===== config.mk =====
export PLATFORM = sky130hd
export DESIGN_NAME = seg7_scan_display
export DESIGN_NICKNAME = d
export VERILOG_FILES = /design/src/rtl/seg7_scan_display.sv
export SDC_FILE = /design/constraint.sdc
export NUM_CORES = 1
export LEC_CHECK = 0
export BUFFER_PORTS_ARGS = -buffer_cell sky130_fd_sc_hd__buf_2
export CAP_MARGIN = 5
export CORE_MARGIN = 2
export CORE_UTILIZATION = 53
export CTS_CLUSTER_DIAMETER = 200
export DETAILED_ROUTE_END_ITERATION = 16
export GPL_TIMING_DRIVEN = 1
export PLACE_DENSITY = 0.76
export SLEW_MARGIN = 20
export SYNTH_ARGS = -nofsm -noshare
export SYNTH_HDL_FRONTEND = slang
export SYNTH_SLANG_ARGS = --single-unit

===== constraint.sdc =====
create_clock -name CLK -period 2.4 [get_ports CLK]
set_input_delay 0.24 -clock CLK [delete_from_list [all_inputs] [get_ports CLK]]
set_output_delay 0.24 -clock CLK [all_outputs]
set_load 0.05 [all_outputs]

===== src/rtl/seg7_scan_display.sv =====
// Multiplexed seven-segment scanner with frame-synchronous load, per-digit blink and dp.
// Outputs are registered one cycle behind the digit index; SEG7_LEADING_ZERO_BLANK_EN enables leading-zero blanking.
// No backpressure: load is a fire-and-forget strobe that is never refused.
module seg7_scan_display #(
    parameter int DIGITS       = 4,
    parameter int DIV_TICKS    = 50000,
    parameter int BLINK_FRAMES = 125
) (
    input  logic                  CLK,
    input  logic                  RSTn,
    input  logic [4*DIGITS-1:0]   data,
    input  logic [DIGITS-1:0]     dp,
    input  logic [DIGITS-1:0]     blink,
    input  logic                  load,
    output logic [7:0]            Digitron_Out,
    output logic [DIGITS-1:0]     DigitronCS_Out,
    output logic                  frame_start
);

    localparam int DIV_W = $clog2(DIV_TICKS);
    localparam int IDX_W = (DIGITS > 1) ? $clog2(DIGITS) : 1;
    localparam int FRM_W = (BLINK_FRAMES > 1) ? $clog2(BLINK_FRAMES) : 1;

    logic [DIV_W-1:0]    div_cnt;
    logic [IDX_W-1:0]    digit_idx;
    logic [FRM_W-1:0]    frame_cnt;
    logic                blink_phase;
    logic                fresh;
    logic [4*DIGITS-1:0] shadow_data;
    logic [4*DIGITS-1:0] disp_data;
    logic [DIGITS-1:0]   shadow_dp;
    logic [DIGITS-1:0]   disp_dp;

    logic                tick;
    logic                frame_end;
    logic [3:0]          nib;
    logic                cur_dp;
    logic                cur_blink;
    logic                cur_blank;
    logic [7:0]          seg_next;
    logic [DIGITS-1:0]   cs_next;
`ifdef SEG7_LEADING_ZERO_BLANK_EN
    logic [DIGITS-1:0]   lz;
    logic                zero_run;
`endif

    function automatic logic [6:0] enc(input logic [3:0] v);
        case (v)
            4'h0: enc = 7'h3F;
            4'h1: enc = 7'h06;
            4'h2: enc = 7'h5B;
            4'h3: enc = 7'h4F;
            4'h4: enc = 7'h66;
            4'h5: enc = 7'h6D;
            4'h6: enc = 7'h7D;
            4'h7: enc = 7'h07;
            4'h8: enc = 7'h7F;
            4'h9: enc = 7'h6F;
            4'hA: enc = 7'h77;
            4'hB: enc = 7'h7C;
            4'hC: enc = 7'h39;
            4'hD: enc = 7'h5E;
            4'hE: enc = 7'h79;
            default: enc = 7'h71;
        endcase
    endfunction

    assign tick      = (div_cnt == DIV_W'(DIV_TICKS - 1));
    assign frame_end = tick && (digit_idx == IDX_W'(DIGITS - 1));

    always_comb begin
        nib       = 4'h0;
        cur_dp    = 1'b0;
        cur_blink = 1'b0;
        cur_blank = 1'b0;
        cs_next   = '1;
`ifdef SEG7_LEADING_ZERO_BLANK_EN
        // A digit blanks only if it and every digit to its left hold zero.
        lz       = '0;
        zero_run = 1'b1;
        for (int i = DIGITS - 1; i >= 0; i--) begin
            zero_run = zero_run && (disp_data[4*i +: 4] == 4'h0);
            lz[i]    = zero_run && (i != 0);
        end
`endif
        for (int i = 0; i < DIGITS; i++) begin
            if (digit_idx == IDX_W'(i)) begin
                nib        = disp_data[4*i +: 4];
                cur_dp     = disp_dp[i];
                cur_blink  = blink[i];
                cs_next[i] = 1'b0;
`ifdef SEG7_LEADING_ZERO_BLANK_EN
                cur_blank  = lz[i];
`endif
            end
        end
        seg_next = {cur_dp, enc(nib)};
        if (cur_blank) begin
            seg_next[6:0] = 7'h00;
        end
        if (blink_phase && cur_blink) begin
            seg_next = 8'h00;
        end
    end

    always_ff @(posedge CLK or negedge RSTn) begin
        if (!RSTn) begin
            div_cnt        <= '0;
            digit_idx      <= '0;
            frame_cnt      <= '0;
            blink_phase    <= 1'b0;
            fresh          <= 1'b1;
            shadow_data    <= '0;
            shadow_dp      <= '0;
            disp_data      <= '0;
            disp_dp        <= '0;
            Digitron_Out   <= 8'h00;
            DigitronCS_Out <= '1;
            frame_start    <= 1'b0;
        end else begin
            div_cnt <= tick ? '0 : div_cnt + DIV_W'(1);
            // fresh marks the first cycle of a new index so frame_start fires once per entry to digit 0.
            fresh   <= tick;
            if (tick) begin
                digit_idx <= frame_end ? '0 : digit_idx + IDX_W'(1);
            end
            if (load) begin
                shadow_data <= data;
                shadow_dp   <= dp;
            end
            if (frame_end) begin
                disp_data <= load ? data : shadow_data;
                disp_dp   <= load ? dp : shadow_dp;
                if (frame_cnt == FRM_W'(BLINK_FRAMES - 1)) begin
                    frame_cnt   <= '0;
                    blink_phase <= ~blink_phase;
                end else begin
                    frame_cnt <= frame_cnt + FRM_W'(1);
                end
            end
            Digitron_Out   <= seg_next;
            DigitronCS_Out <= cs_next;
            frame_start    <= fresh && (digit_idx == '0);
        end
    end

endmodule

==> flow_results.org, run 1 <==
** Status
- Status :: finished, final reports clean

** Yosys
- Dividing the synthesized area by the synthesized cell count gives 12.3 um2.
- Synthesized netlist net count :: 342
- Main flop type after synthesis :: sky130_fd_sc_hd__dfrtp_1
- The mapped netlist covers 3700 um2.
- Register area share after synthesis :: 0.542
- The synthesized netlist contains 54 unique library cells.
- Ys async rst share :: 1.00
- Warnings, synthesis :: 0
- Counting flops with a built-in enable in the synthesized netlist gives 0.
- Synthesis inferred 80 register bits.
- Post-synthesis instance total :: 302

** Worst setup path
- The cell that appears most often on the critical path is sky130_fd_sc_hd__inv_1.
- Startpoint types :: flip-flop
- CP Data Arrival Time :: 2.48 ns
- Launch instance of the worst register-to-register path :: digit_idx[0]
- Critical-path cell list :: inv_1 > ha_2 > inv_2 > o21a_1 > a22oi_2 > inv_1 > ha_1 > mux2i_1 > nor2_1 > nor3_1
- Counting both buffers and inverters, the worst setup path holds a total of 3.
- The critical path is of the reg2reg type.
- STA puts the critical path data required time at 2.66 ns.
- Cell class contributing the biggest share of worst-path delay :: adder cells
- Crit-path max cell delay :: 0.41 ns
- Count of cells along the worst register-to-register path :: 10
- Endpoint of the lowest-slack register-to-register path :: Digitron_Out[5]
- Among all stages on the critical path, the largest delay is contributed by sky130_fd_sc_hd__dfrtp_1.
- In this run the register-to-register setup slack is 0.18 ns.
- In this run the worst path has a maximum fanout of 7.
- STA classifies the critical path endpoint as a flip-flop.

** Global route
- Vias in the first global route :: 2,439
- The initial antenna violation count was 0.
- For met2 alone, demand over resource in global routing was 0.316.
- Entering global routing, the biggest net connects 81 pins.
- Global routing finished with a remaining overflow of 0.
- GRT Resource Usage Total :: 0.194
- Met1 Track Usage GR :: 0.252
- In this run the most used layer during global routing was met2.
- Global-route wire length before repair :: 11,400 um
- Global-route met3 utilization :: 0.0424

** Timing
- Final-report max-slew violation count :: 0
- The clock period could shrink to 2.22 ns.
- Setup total negative slack on the finished layout was measured at 0 ns.
- Between clock sinks in the finished design, the worst skew comes to 0.00786 ns.
- Slew at the pin closest to its max-slew limit :: 0.694 ns
- Setup repair after global routing missed its margin :: false
- Final Hold Vio Count :: 0
- Fin crit share :: 0.925
- Setup violations remaining at the end of the flow were counted as 0.
- Measured against its own limit, the worst slew margin works out to 0.536.
- The worst path meets setup with 0.181 ns of slack.
- Timing would allow up to 0.451 GHz.

** Worst hold path
- Hold Path Cell Cnt :: 2
- In this run the most critical hold path is launched from dp[3].
- Hold WC Path Type :: in2reg
- Worst Hold Endpoint :: shadow_dp[3]

** Floorplanning
- The die covers 7670 um2.
- The floorplan step set the die width to 87.6 um.
- For this configuration, the core starts out at a cell density of 0.545.
- Number of ports placed on the die boundary :: 40
- Core box area :: 6790 um2
- Row generation in the floorplan step produced 30 rows.
- Measured along the y axis, the die boundary spans 87.6 um.

** Clock network
- Inserted Clock Buffers :: 9
- Number of buffers between clock root and the deepest sink :: 2
- Buffer count from post-CTS setup fixing :: 0
- Library cell used as clock root buffer :: sky130_fd_sc_hd__clkbuf_8
- TritonCTS built the clock tree.
- Clock-pin slew was measured on the worst setup and hold paths at 0.08 ns.
- CTS saw 80 sinks.
- H-Tree Depth :: 3
- Clock latency on the worst-skew pair, taken at its later pin, is 0.35 ns.

** Route
- Detailed routing inserted a total of 2,402 vias.
- After detailed routing, the average wire length per cell comes to 14.6 um.
- Vias per cell :: 5.31
- TritonRoute pass-1 iters :: 4
- Once detail routing completed, the nets flagged for antenna violations numbered 0.
- For this block, the initial DRC count from the detailed router was 86.
- DRC violation count after routing :: 0
- The routed design has 6620 um of wire.

** Placement
- Summing all placed instances gives a cell area of 3990 um2.
- At the placement stage, the worst setup path has a slack of 0.0561 ns.
- DPL Wire Length :: 4580 um
- At the end of routability-driven placement, the weighted congestion stood at 0.837.
- The count of buffers added on input and output ports is 39.

** Pwr
- Switching fraction of total power :: 0.215
- The share of total power dissipated in combinational logic is 0.042.
- Power spread over the standard cell area amounts to 604 nW/um2.
- Total power :: 0.00257 W
- The share of total power dissipated in sequential elements is 0.540.
- Summed over all nets, the switching power comes to 0.000553 W.
- Clock power share :: 0.418
- Int Power :: 0.00202 W
- Leakage power figure :: 1.92 nW
- Worst VDD drop :: 0.000251 V

** Job
- Maximum capacitance violations :: 0

** Cells and area
- Once layout is complete, the utilization of the core stands at 0.627.
- Most common library cell in the layout ignoring fill and taps :: sky130_fd_sc_hd__dfrtp_1
- 0 antenna diodes ended up in the layout.
- Share of layout cells above drive strength 1 :: 0.354
- Area growth from synthesis to final layout :: 15.0%
- Final standard cell area without fillers :: 4260 um2
- At the end of the flow, the number of nets in the layout was 391.
- Leading cell types in the layout, fill and taps excluded :: sky130_fd_sc_hd__dfrtp_1 (75), sky130_fd_sc_hd__mux2_2 (40), sky130_fd_sc_hd__buf_2 (38)
[metrics by stage]
step | hold WS [ns] | std cells
4_1_cts | 0.0783 | 450
3_5_place_dp | 0.459 | 434
6_report | 0.132 | 452
2_1_floorplan | -0.0556 | 302
3_3_place_gp | 0.451 | 434
5_1_grt | 0.124 | 452
[per-layer routing]
| layer | part of all wire | routed length [um] | vias to the layer above |
|---|---|---|---|
| met5 | 0 | 0 | - |
| met4 | 0.022 | 144 | 0 |
| met3 | 0.035 | 232 | 13 |
| met2 | 0.48 | 3200 | 48 |
| met1 | 0.46 | 3050 | 1177 |
| li1 | - | - | 1164 |
[area by class of cell]
type                    count  area, um2
clock buffers               9        124
inverters                  12       45.0
flip-flops and latches     80       2010
multi-input cells         198       1560
fillers                   528       2540
well taps                  96        120
clock inverters             7       96.3
repair buffers             50        303
[cell usage after synthesis (all sizes together) (3+ instances only)]
master / number / area, um2
dfrtp: 75 / 1880
mux2: 40 / 450
nor2: 22 / 85.1
nand2: 21 / 83.8
ha: 13 / 163
inv: 12 / 45.0
o21ai: 12 / 60.1
nand3: 10 / 50.1
buf: 9 / 88.8
xnor2: 8 / 70.1
nand4: 7 / 50.1
xor2: 7 / 61.3
a21oi: 6 / 33.8
nor2b: 6 / 45.0
dfstp: 5 / 131
a211oi: 4 / 30.0
a311oi: 3 / 43.8
and4: 3 / 26.3
clkbuf: 3 / 11.3
mux2i: 3 / 30.0
nor3b: 3 / 27.5
[flip-flops by register name, summed over array words and instances, names as in the netlist]
| register | cells |
|---|---|
| frame_start | 1 |
| shadow_dp | 4 |
| Digitron_Out | 8 |
| disp_dp | 4 |
| disp_data | 16 |
| digit_idx | 2 |
| div_cnt | 16 |
| shadow_data | 16 |
| blink_phase | 1 |
| DigitronCS_Out | 4 |
| frame_cnt | 7 |
| fresh | 1 |
[how the worst max path moves through the flow]
| stage | start | end | slack (ns) | cells past startpoint |
|---|---|---|---|---|
| floorplan | digit_idx[0] | Digitron_Out[0] | 0.14 | 10 |
| global placement | digit_idx[0] | Digitron_Out[6] | 0.17 | 10 |
| detailed placement | digit_idx[0] | Digitron_Out[5] | 0.06 | 10 |
| CTS | digit_idx[0] | Digitron_Out[5] | 0.006 | 10 |
| global route | digit_idx[0] | Digitron_Out[5] | 0.02 | 10 |
| finish | digit_idx[0] | Digitron_Out[5] | 0.18 | 10 |
[worst reg2reg max path, delay by kind of cell (launching register included)]
family	cells	cell delay, ns
fa+ha+maj	2	0.53
compound gates	2	0.43
flops	1	0.41
buf+inv	3	0.37
simple gates	2	0.26
mux	1	0.13
[logic make-up (layout without fill, tap and decap cells)]
family | count (synthesis) | count (layout) | share of synthesized area
DFF | 80 | 80 | 0.542
buffers and inverters | 24 | 78 | 0.0392
adders and majority gates | 13 | 13 | 0.0439
AOI/OAI and AO/OA | 41 | 41 | 0.0804
and+or+nand+nor | 86 | 86 | 0.129
xor gates and xnor gates | 15 | 15 | 0.0355
muxes | 43 | 43 | 0.130
[power groups by stage]
stage,Sequential [W],Combinational (W),Clock [W]
CTS,0.00139,0.000104,0.00110
finish,0.00139,0.000107,0.00108
global route,0.00139,0.000122,0.00116
global placement,0.00141,0.000100,0
detailed placement,0.00142,0.000104,0
floorplan,0.00141,0.0000468,0
[timing repair]
item                                    4_1_cts  5_1_grt
endpoints found under the setup margin        0        7
hold endpoints to repair                      0       23
gates resized for setup                       0        4
hold buffers                                  0        1
Note: power is estimated with default switching activity, not from simulation.
==> inputs of run 2 (changes only) <==
clock period = 1.9 ns   (was 2.4 ns; I/O delays follow)
==> run 2 against run 1 <==
  * The run now ends with negative setup slack left
  * Via count is 7.9% higher
  * Critical path type unchanged
  * Global-route usage is 2.4 points higher
  * Clock power hardly changed
  * Critical path depth is 1 lower
  * Flip-flop and latch count stayed put
  * Largest cell class unchanged
==> flow_results.org, run 2 (synthesis gave the netlist of run 1 again) <==
** Status
- Status :: finished, violations left
- The final reports fail on negative setup slack.

** Route
- Dividing the detail-routed wire length by the instance count gives 16.1 um.
- In this run, the number of DRC markers left after iteration 0 of detailed routing was 134.
- Detail Route Antenna Nets :: 0
- Total number of vias :: 2,592
- Vias per cell :: 5.30
- After detailed routing, the number of remaining DRC violations is 0.
- The first TritonRoute pass finished after 4 iterations.
- Drt total wl :: 7860 um

** Global route
- Global-route wire length before repair :: 12,700 um
- Global-route met3 utilization :: 0.0462
- Total gr overflow :: 0
- GRT busiest layer :: met2
- The initial antenna violation count is 0.
- Largest net degree at the start of global routing :: 48
- The number of global-route vias before repair was 2,654.
- For this run, the total global-route usage over all layers was measured as 0.218.
- For this run, global-route usage on met2 was measured as 0.374.
- For met1 alone, demand over resource in global routing was 0.275.

** Timing
- Final Hold Vio Count :: 0
- Setup repair after global routing could not meet its margin everywhere.
- The worst pin sits at a relative slew slack of 0.692.
- Post-route minimum period :: 2.06 ns
- Slew at the pin closest to its max-slew limit :: 0.462 ns
- Accumulated negative setup slack :: -0.902 ns
- Max Clock Freq :: 0.485 GHz
- Fin crit share :: 1.08
- Count of final setup violators :: 7
- The clock arrives with 0.0106 ns of skew.
- Worst path setup slack after routing :: -0.160 ns
- Final-report max-slew violation count :: 0

** Pwr
- For this design the static power due to leakage is 2.13 nW.
- Switching fraction of total power :: 0.219
- The internal power of the cells totals 0.00235 W.
- Across the VDD grid, the largest voltage drop is 0.000351 V.
- Total power for the finished layout comes to 0.00300 W.
- Clock power share :: 0.370
- The analysis attributes to net switching a power of 0.000658 W.
- The share of total power dissipated in combinational logic is 0.046.
- The share of total power dissipated in sequential elements is 0.584.
- Dividing total power by cell area gives a power density of 630 nW/um2.

** Worst setup path
- At the worst endpoint, the arrival time is 2.35 ns.
- Together, buffers and inverters on the worst path number 3.
- The worst setup path is of the reg2reg kind.
- Critical path's slowest cell :: sky130_fd_sc_hd__dfrtp_2
- Of all nets on the critical path, the largest fanout is 7.
- Crit-path max cell delay :: 0.47 ns
- Worst path required time :: 2.19 ns
- The signal on the critical path passes through inv_4 > ha_4 > buf_12 > nor3b_1 > a311o_2 > buf_4 > mux2i_1 > nand2_1 > a21oi_2.
- Startpoint types :: flip-flop
- On the critical path the largest part of the delay comes from flip-flops.
- Critical Path End Type :: flip-flop

** Floorplanning
- Die Y :: 87.6 um
- In this run the standard cell core region covers 6790 um2.
- For this design the top-level I/O count stands at 40.
- Number of rows in the core area :: 30
- Overall die area :: 7670 um2
- Measured along the x axis, the die boundary spans 87.6 um.
- For this configuration, the core starts out at a cell density of 0.545.

** Placement
- Setup Slack @ Placement :: -0.213 ns
- Placer Congestion :: 0.848
- Number of buffer cells added on primary ports :: 39
- DPL Wire Length :: 5110 um

** Clock network
- Clock sink count :: 80
- CTS tree :: done
- The clock tree synthesis step divided the H-tree into 3 levels.
- Inserted Clock Buffers :: 9
- After clock tree synthesis, the clock-pin slew on the worst setup and hold paths is 0.08 ns.
- Library cell used as clock root buffer :: sky130_fd_sc_hd__clkbuf_8
- In this run the deepest clock path goes through 2 buffers.
- At the later pin of the worst-skew pair, clock insertion delay measures 0.35 ns.

** Cells and area
- Final nets :: 428
- The library cell used most frequently in the layout, excluding fill and tap cells, is sky130_fd_sc_hd__dfrtp_1.
- Leading cell types in the layout, fill and taps excluded :: sky130_fd_sc_hd__dfrtp_1 (73), sky130_fd_sc_hd__buf_4 (41), sky130_fd_sc_hd__buf_2 (38)
- In the final layout, the share of cells above drive strength 1 is 0.486.
- Number of diodes :: 0
- Top Registers :: disp_data (16), div_cnt (16), shadow_data (16)
- Relative to the synthesized area, the layout overhead comes to 28.9%.

** Job
- Across the run, the number of max-cap violations was 0.

** Worst hold path
- The worst hold path belongs to the class in2reg.
## run 2: cell count changes in the layout (fill, tap and decap cells not counted), moves of 4 or more
cell / change
sky130_fd_sc_hd__buf_4: +31
sky130_fd_sc_hd__inv_1: -6
sky130_fd_sc_hd__ha_4: +6
sky130_fd_sc_hd__o21ai_0: -5
sky130_fd_sc_hd__mux2_2: -11
sky130_fd_sc_hd__o21ai_1: +5
sky130_fd_sc_hd__ha_1: -5
sky130_fd_sc_hd__inv_2: +4
sky130_fd_sc_hd__buf_12: +5
sky130_fd_sc_hd__mux2_4: +11
## run 2: worst paths after layout
kind	from	to	slack, ns	cells past startpoint
worst max-delay path	digit_idx[0]	Digitron_Out[3]	-0.16	9
worst min-delay path	data[14]	shadow_data[14]	0.09	2
worst max register to register	digit_idx[0]	Digitron_Out[3]	-0.16	9
worst min register to register	blink_phase	blink_phase	0.47	1
max in group asynchronous	RSTn	DigitronCS_Out[3]	0.94	3
min in group asynchronous	RSTn	shadow_data[5]	0.32	2
## run 2: area by class of cell
class / instances / area (um2)
Timing Repair Buffer: 87 / 644
Clock buffer: 12 / 155
Sequential cell: 80 / 2010
Clock inverter: 4 / 20.0
Inverter: 12 / 50.0
Fill cell: 484 / 2020
Tap cell: 96 / 120
Multi-Input combinational cell: 198 / 1770
## run 2: metal layers
layer | part of all wire | vias to the layer above | wire length [um]
met5 | 0 | - | 0
met4 | 0.020 | 0 | 159
met3 | 0.032 | 20 | 254
met2 | 0.50 | 54 | 3960
met1 | 0.44 | 1285 | 3490
li1 | - | 1233 | -
## run 2: through the flow
step / hold WS [ns] / instance area, um2 / std cells / utilization
5_1_grt: 0.0875 / 4770 / 489 / 0.702
3_3_place_gp: 0.157 / 4300 / 460 / 0.634
4_1_cts: 0.0779 / 4590 / 483 / 0.676
3_5_place_dp: 0.162 / 4300 / 460 / 0.634
6_report: 0.0865 / 4770 / 489 / 0.702
2_1_floorplan: -0.106 / 3770 / 302 / -
## run 2: worst reg2reg max path: cells and delay by family (launching register included)
family	cells	cell delay [ns]
adders and majority gates	1	0.19
muxes	1	0.20
AOI/OAI and AO/OA	2	0.39
DFF	1	0.47
buffers and inverters	3	0.40
and+or+nand+nor	2	0.35
## run 2: power groups by stage
| stage | Clock (W) | Combinational (W) | Sequential, W |
|---|---|---|---|
| floorplan | 0 | 0.0000591 | 0.00178 |
| global placement | 0 | 0.000132 | 0.00178 |
| detailed placement | 0 | 0.000139 | 0.00179 |
| CTS | 0.00113 | 0.000141 | 0.00175 |
| global route | 0.00121 | 0.000158 | 0.00176 |
| finish | 0.00111 | 0.000138 | 0.00175 |
## run 2: repair_timing
action	in CTS	in global routing
hold buffers	1	0
gates cloned	0	1
setup endpoints to repair	29	32
hold endpoints to repair	32	0
buffers inserted	6	6
pin swaps	6	6
gates resized for setup	9	31
==> inputs of run 3 (changes only) <==
ABC_AREA = 1   (was default)
==> run 3 against run 2 <==
  * The run now ends clean
  * Synthesized cell count increased by 57%
  * Critical path depth grew 3
  * Via count rose by 23%
  * Flip-flop and latch count did not move
  * Routed wire length rose by 4.5%
  * Final cell count rose by 31%
  * Clock power grew 18%
  * Critical path type unchanged
  * Largest power group unchanged
  * Highest routed layer unchanged
==> flow_results.org, run 3 <==
** Timing
- Skew final :: 0.0122 ns
- Headroom to the max-slew limit came out at 0.626.
- Final-report max-slew violation count :: 0
- Fin crit share :: 0.982
- Setup violations remaining at the end of the flow were counted as 0.
- The worst path needs 1.86 ns of the cycle, external delays included.
- Hold slack :: 0.0584 ns
- Max Clock Freq :: 0.536 GHz
- Setup repair after global routing could not meet its margin everywhere.
- The final hold violation count was 0.
- Setup total negative slack on the finished layout was measured at 0 ns.
- Slew at the pin closest to its max-slew limit :: 0.560 ns

** Worst setup path
- Startpoint types :: flip-flop
- The worst register-to-register path begins at digit_idx[0].
- The critical path ends at Digitron_Out[1].
- The critical path goes through buf_6 > ha_4 > nand2_2 > nand3_2 > nand2_2 > nand2_4 > ha_4 > nand3_2 > nor2_1 > nor2_1 > nand2_1 > inv_1.
- At the worst endpoint, the arrival time is 2.11 ns.
- In this run the worst path has a maximum fanout of 5.
- For the worst setup path, the data required time is 2.14 ns.
- Worst setup path start :: digit_idx[0]
- The worst register-to-register path has a depth of 12.
- Worst setup path class :: reg2reg
- Critical Path End Type :: flip-flop
- For flop-to-flop paths, the worst setup slack is 0.04 ns.
- Critical path's slowest cell :: sky130_fd_sc_hd__dfrtp_2
- Crit-path max cell delay :: 0.46 ns
- Endpoint of the lowest-slack register-to-register path :: Digitron_Out[1]

** Placement
- Input and output buffers added on the ports amount to 39.
- Placer Congestion :: 0.891
- DPL Wire Length :: 5830 um

** Clock network
- Number of buffers between clock root and the deepest sink :: 2
- Clock sink count :: 80
- The H-tree generated during clock tree synthesis spans 3 levels.
- The root buffer cell chosen for the clock tree is sky130_fd_sc_hd__clkbuf_8.
- Counting the buffers created by CTS gives 9.
- TritonCTS built the clock tree.
- After clock tree synthesis, the clock-pin slew on the worst setup and hold paths is 0.09 ns.
- Insertion delay to the later sink of the worst-skew pair :: 0.35 ns

** Global route
- Summed over all layers, the global routing overflow is 0.
- The first global-routing pass estimated 13,500 um of wire.
- Largest net degree at the start of global routing :: 49
- Vias in the first global route :: 2,995
- GRT Resource Usage Total :: 0.219
- Initial antenna violation count :: 0

** Pwr
- For this design the ratio of total power to cell area is 689 nW/um2.
- Worst VDD drop :: 0.000511 V
- Leakage power figure :: 2.39 nW

** Yosys
- Of the total synthesized cell area, the portion taken by full adders, half adders and majority gates is 0.0422.
- Most common library cells after synthesis :: sky130_fd_sc_hd__nand2_1 (189), sky130_fd_sc_hd__dfrtp_1 (75), sky130_fd_sc_hd__inv_1 (45)
- Ys async rst share :: 1.00
- Number of unique standard cell types used by synthesis :: 31
- Post-synthesis instance total :: 475
- Most common cell in the synthesized netlist :: sky130_fd_sc_hd__nand2_1
- Share of the synthesized area in the top cell type :: 0.487
- Warnings, synthesis :: 0
- Counting flops with a built-in enable in the synthesized netlist gives 0.
- The synthesized design contains 80 register bits.
- By area, the combinational part of the netlist is dominated by simple AND/OR/NAND/NOR gates.
- Of the total synthesized cell area, the portion taken by XOR and XNOR cells is 0.0273.
- After synthesis, the mean cell area works out to 8.12 um2.
- The most used flip-flop cell after synthesis is sky130_fd_sc_hd__dfrtp_1.
- Proportion of synthesized area in mux cells :: 0
- Post-synthesis cell area :: 3860 um2
- Of all cell types, the one taking the most synthesized area is sky130_fd_sc_hd__dfrtp_1.
- Counting every net in the synthesized netlist gives 515.
- Of the total synthesized cell area, the portion taken by AND, OR, NAND and NOR gates is 0.295.
- Register area share after synthesis :: 0.521
- Dominant cells by area after synthesis :: sky130_fd_sc_hd__dfrtp_1 (49%), sky130_fd_sc_hd__nand2_1 (18%), sky130_fd_sc_hd__inv_1 (4.4%)
- Area fraction in compound gates after synthesis :: 0.0490

** Cells and area
- Registers take 2010 um2.
- Top Registers :: disp_data (16), div_cnt (16), shadow_data (16)
- Area of the multi-input gates :: 1690 um2
- Final nets :: 577
- Leading cell types in the layout, fill and taps excluded :: sky130_fd_sc_hd__nand2_1 (180), sky130_fd_sc_hd__dfrtp_1 (74), sky130_fd_sc_hd__inv_1 (41)
- The number of antenna diodes in the final layout is 0.
- From synthesis to final layout, the design area changed by 20.1%.
- Most common library cell in the layout ignoring fill and taps :: sky130_fd_sc_hd__nand2_1
- Final cell utilization of the core :: 0.649
- In the final layout, the share of cells above drive strength 1 is 0.218.
- The filler cells instantiated in the layout total 616.

** Route
- Detail Route met2 WL :: 4070 um
- Routed metal-1 wire length :: 3750 um
- Vias per cell :: 4.98
- DRC violation count after routing :: 0
- TritonRoute pass-1 iters :: 6
- Total number of vias :: 3,195
- The highest metal layer carrying signal wires in the routed design is met4.
- For this block, the initial DRC count from the detailed router was 205.
- Drt total wl :: 8220 um
- Average routed wire per standard cell :: 12.8 um
- The count of nets left with antenna violations once routing finished came out at 0.
- In the detailed route, the total length drawn on met3 is 339 um.

** Floorplanning
- In this run the standard cell core region covers 7140 um2.
- Number of ports placed on the die boundary :: 40
- In this run the horizontal extent of the chip is 89.3 um.
- Overall die area :: 7970 um2
- Die Y :: 89.3 um
- After floorplanning, the core was divided into 31 placement rows.
- Initial core utilization :: 0.540

** Status
- Status :: finished, final reports clean

** Job
- Maximum capacitance violations :: 0

** Worst hold path
- Hold WC Path Type :: in2reg
==> run 3: cell count changes after synthesis, sizes merged, moves of 4 or more <==
cell and change:
mux2 -40, nor2 +12, buf -5, nor2b -6, o21ai +7, inv +39, a211oi -4, nor3 +10
nand3 +19, nand2 +169, clkbuf +4, a21oi +4, xnor2 -6
==> run 3: how the worst min path moves through the flow <==
stage	startpoint	endpoint	slack, ns	cells past startpoint
global placement	RSTn	frame_cnt[0]	0.16	1
global route	dp[0]	shadow_dp[0]	0.06	3
floorplan	RSTn	Digitron_Out[0]	-0.11	0
finish	dp[0]	shadow_dp[0]	0.06	3
detailed placement	RSTn	div_cnt[10]	0.17	1
CTS	dp[0]	shadow_dp[0]	0.04	3
==> run 3: per-stage QoR <==
stage / total power [W] / setup WS (ns) / cells / area (um2)
2_1_floorplan: 0.00183 / 0.0592 / 475 / 3860
3_3_place_gp: 0.00191 / 0.0689 / 617 / 4250
3_5_place_dp: 0.00191 / -0.107 / 617 / 4250
4_1_cts: 0.00323 / 0.00231 / 637 / 4520
5_1_grt: 0.00333 / -0.0980 / 641 / 4630
6_report: 0.00319 / 0.0351 / 641 / 4630
==> run 3: what timing repair did <==
action                                  CTS  global route
endpoints found under the setup margin    7             7
hold endpoints to repair                 27             0
hold buffers                              1             0
pin swaps                                 2             9
resized for setup                         7            23
buffers inserted                          3             4
==> run 3: per-layer routing <==
metal / global-route usage / vias up
li1: - / 1600
met2: 0.353 / 85
met4: 0.0773 / 0
met5: 0 / -
met1: 0.297 / 1504
met3: 0.0425 / 6
==> run 3: logic make-up after synthesis <==
kind of cell               Yosys count
DFF                                 80
adders and majority gates           13
and+or+nand+nor                    273
xor gates and xnor gates            12
AOI/OAI and AO/OA                   35
buffers and inverters               62
==> run 3: power breakdown <==
part,leakage [nW],switching (W),internal (W)
logic,1.37,0.0000847,0.0000444
clock network,0.103,0.000679,0.000635
registers,0.918,0.0000104,0.00174
total,2.39,0.000774,0.00242
==> run 3: cell type report <==
| cell class | count | share of cell area |
|---|---|---|
| flip-flops and latches | 80 | 0.434 |
| clock inverters | 7 | 0.0181 |
| multi-input cells | 333 | 0.365 |
| well taps | 99 | 0.0268 |
| clock buffers | 9 | 0.0268 |
| inverters | 51 | 0.0430 |
| repair buffers | 62 | 0.0868 |
==> run 3: critical path, delay by kind of cell (launching register included) <==
| kind | cells | cell delay, ns |
|---|---|---|
| simple gates | 8 | 0.67 |
| flops | 1 | 0.46 |
| fa+ha+maj | 2 | 0.44 |
| buf+inv | 2 | 0.18 |
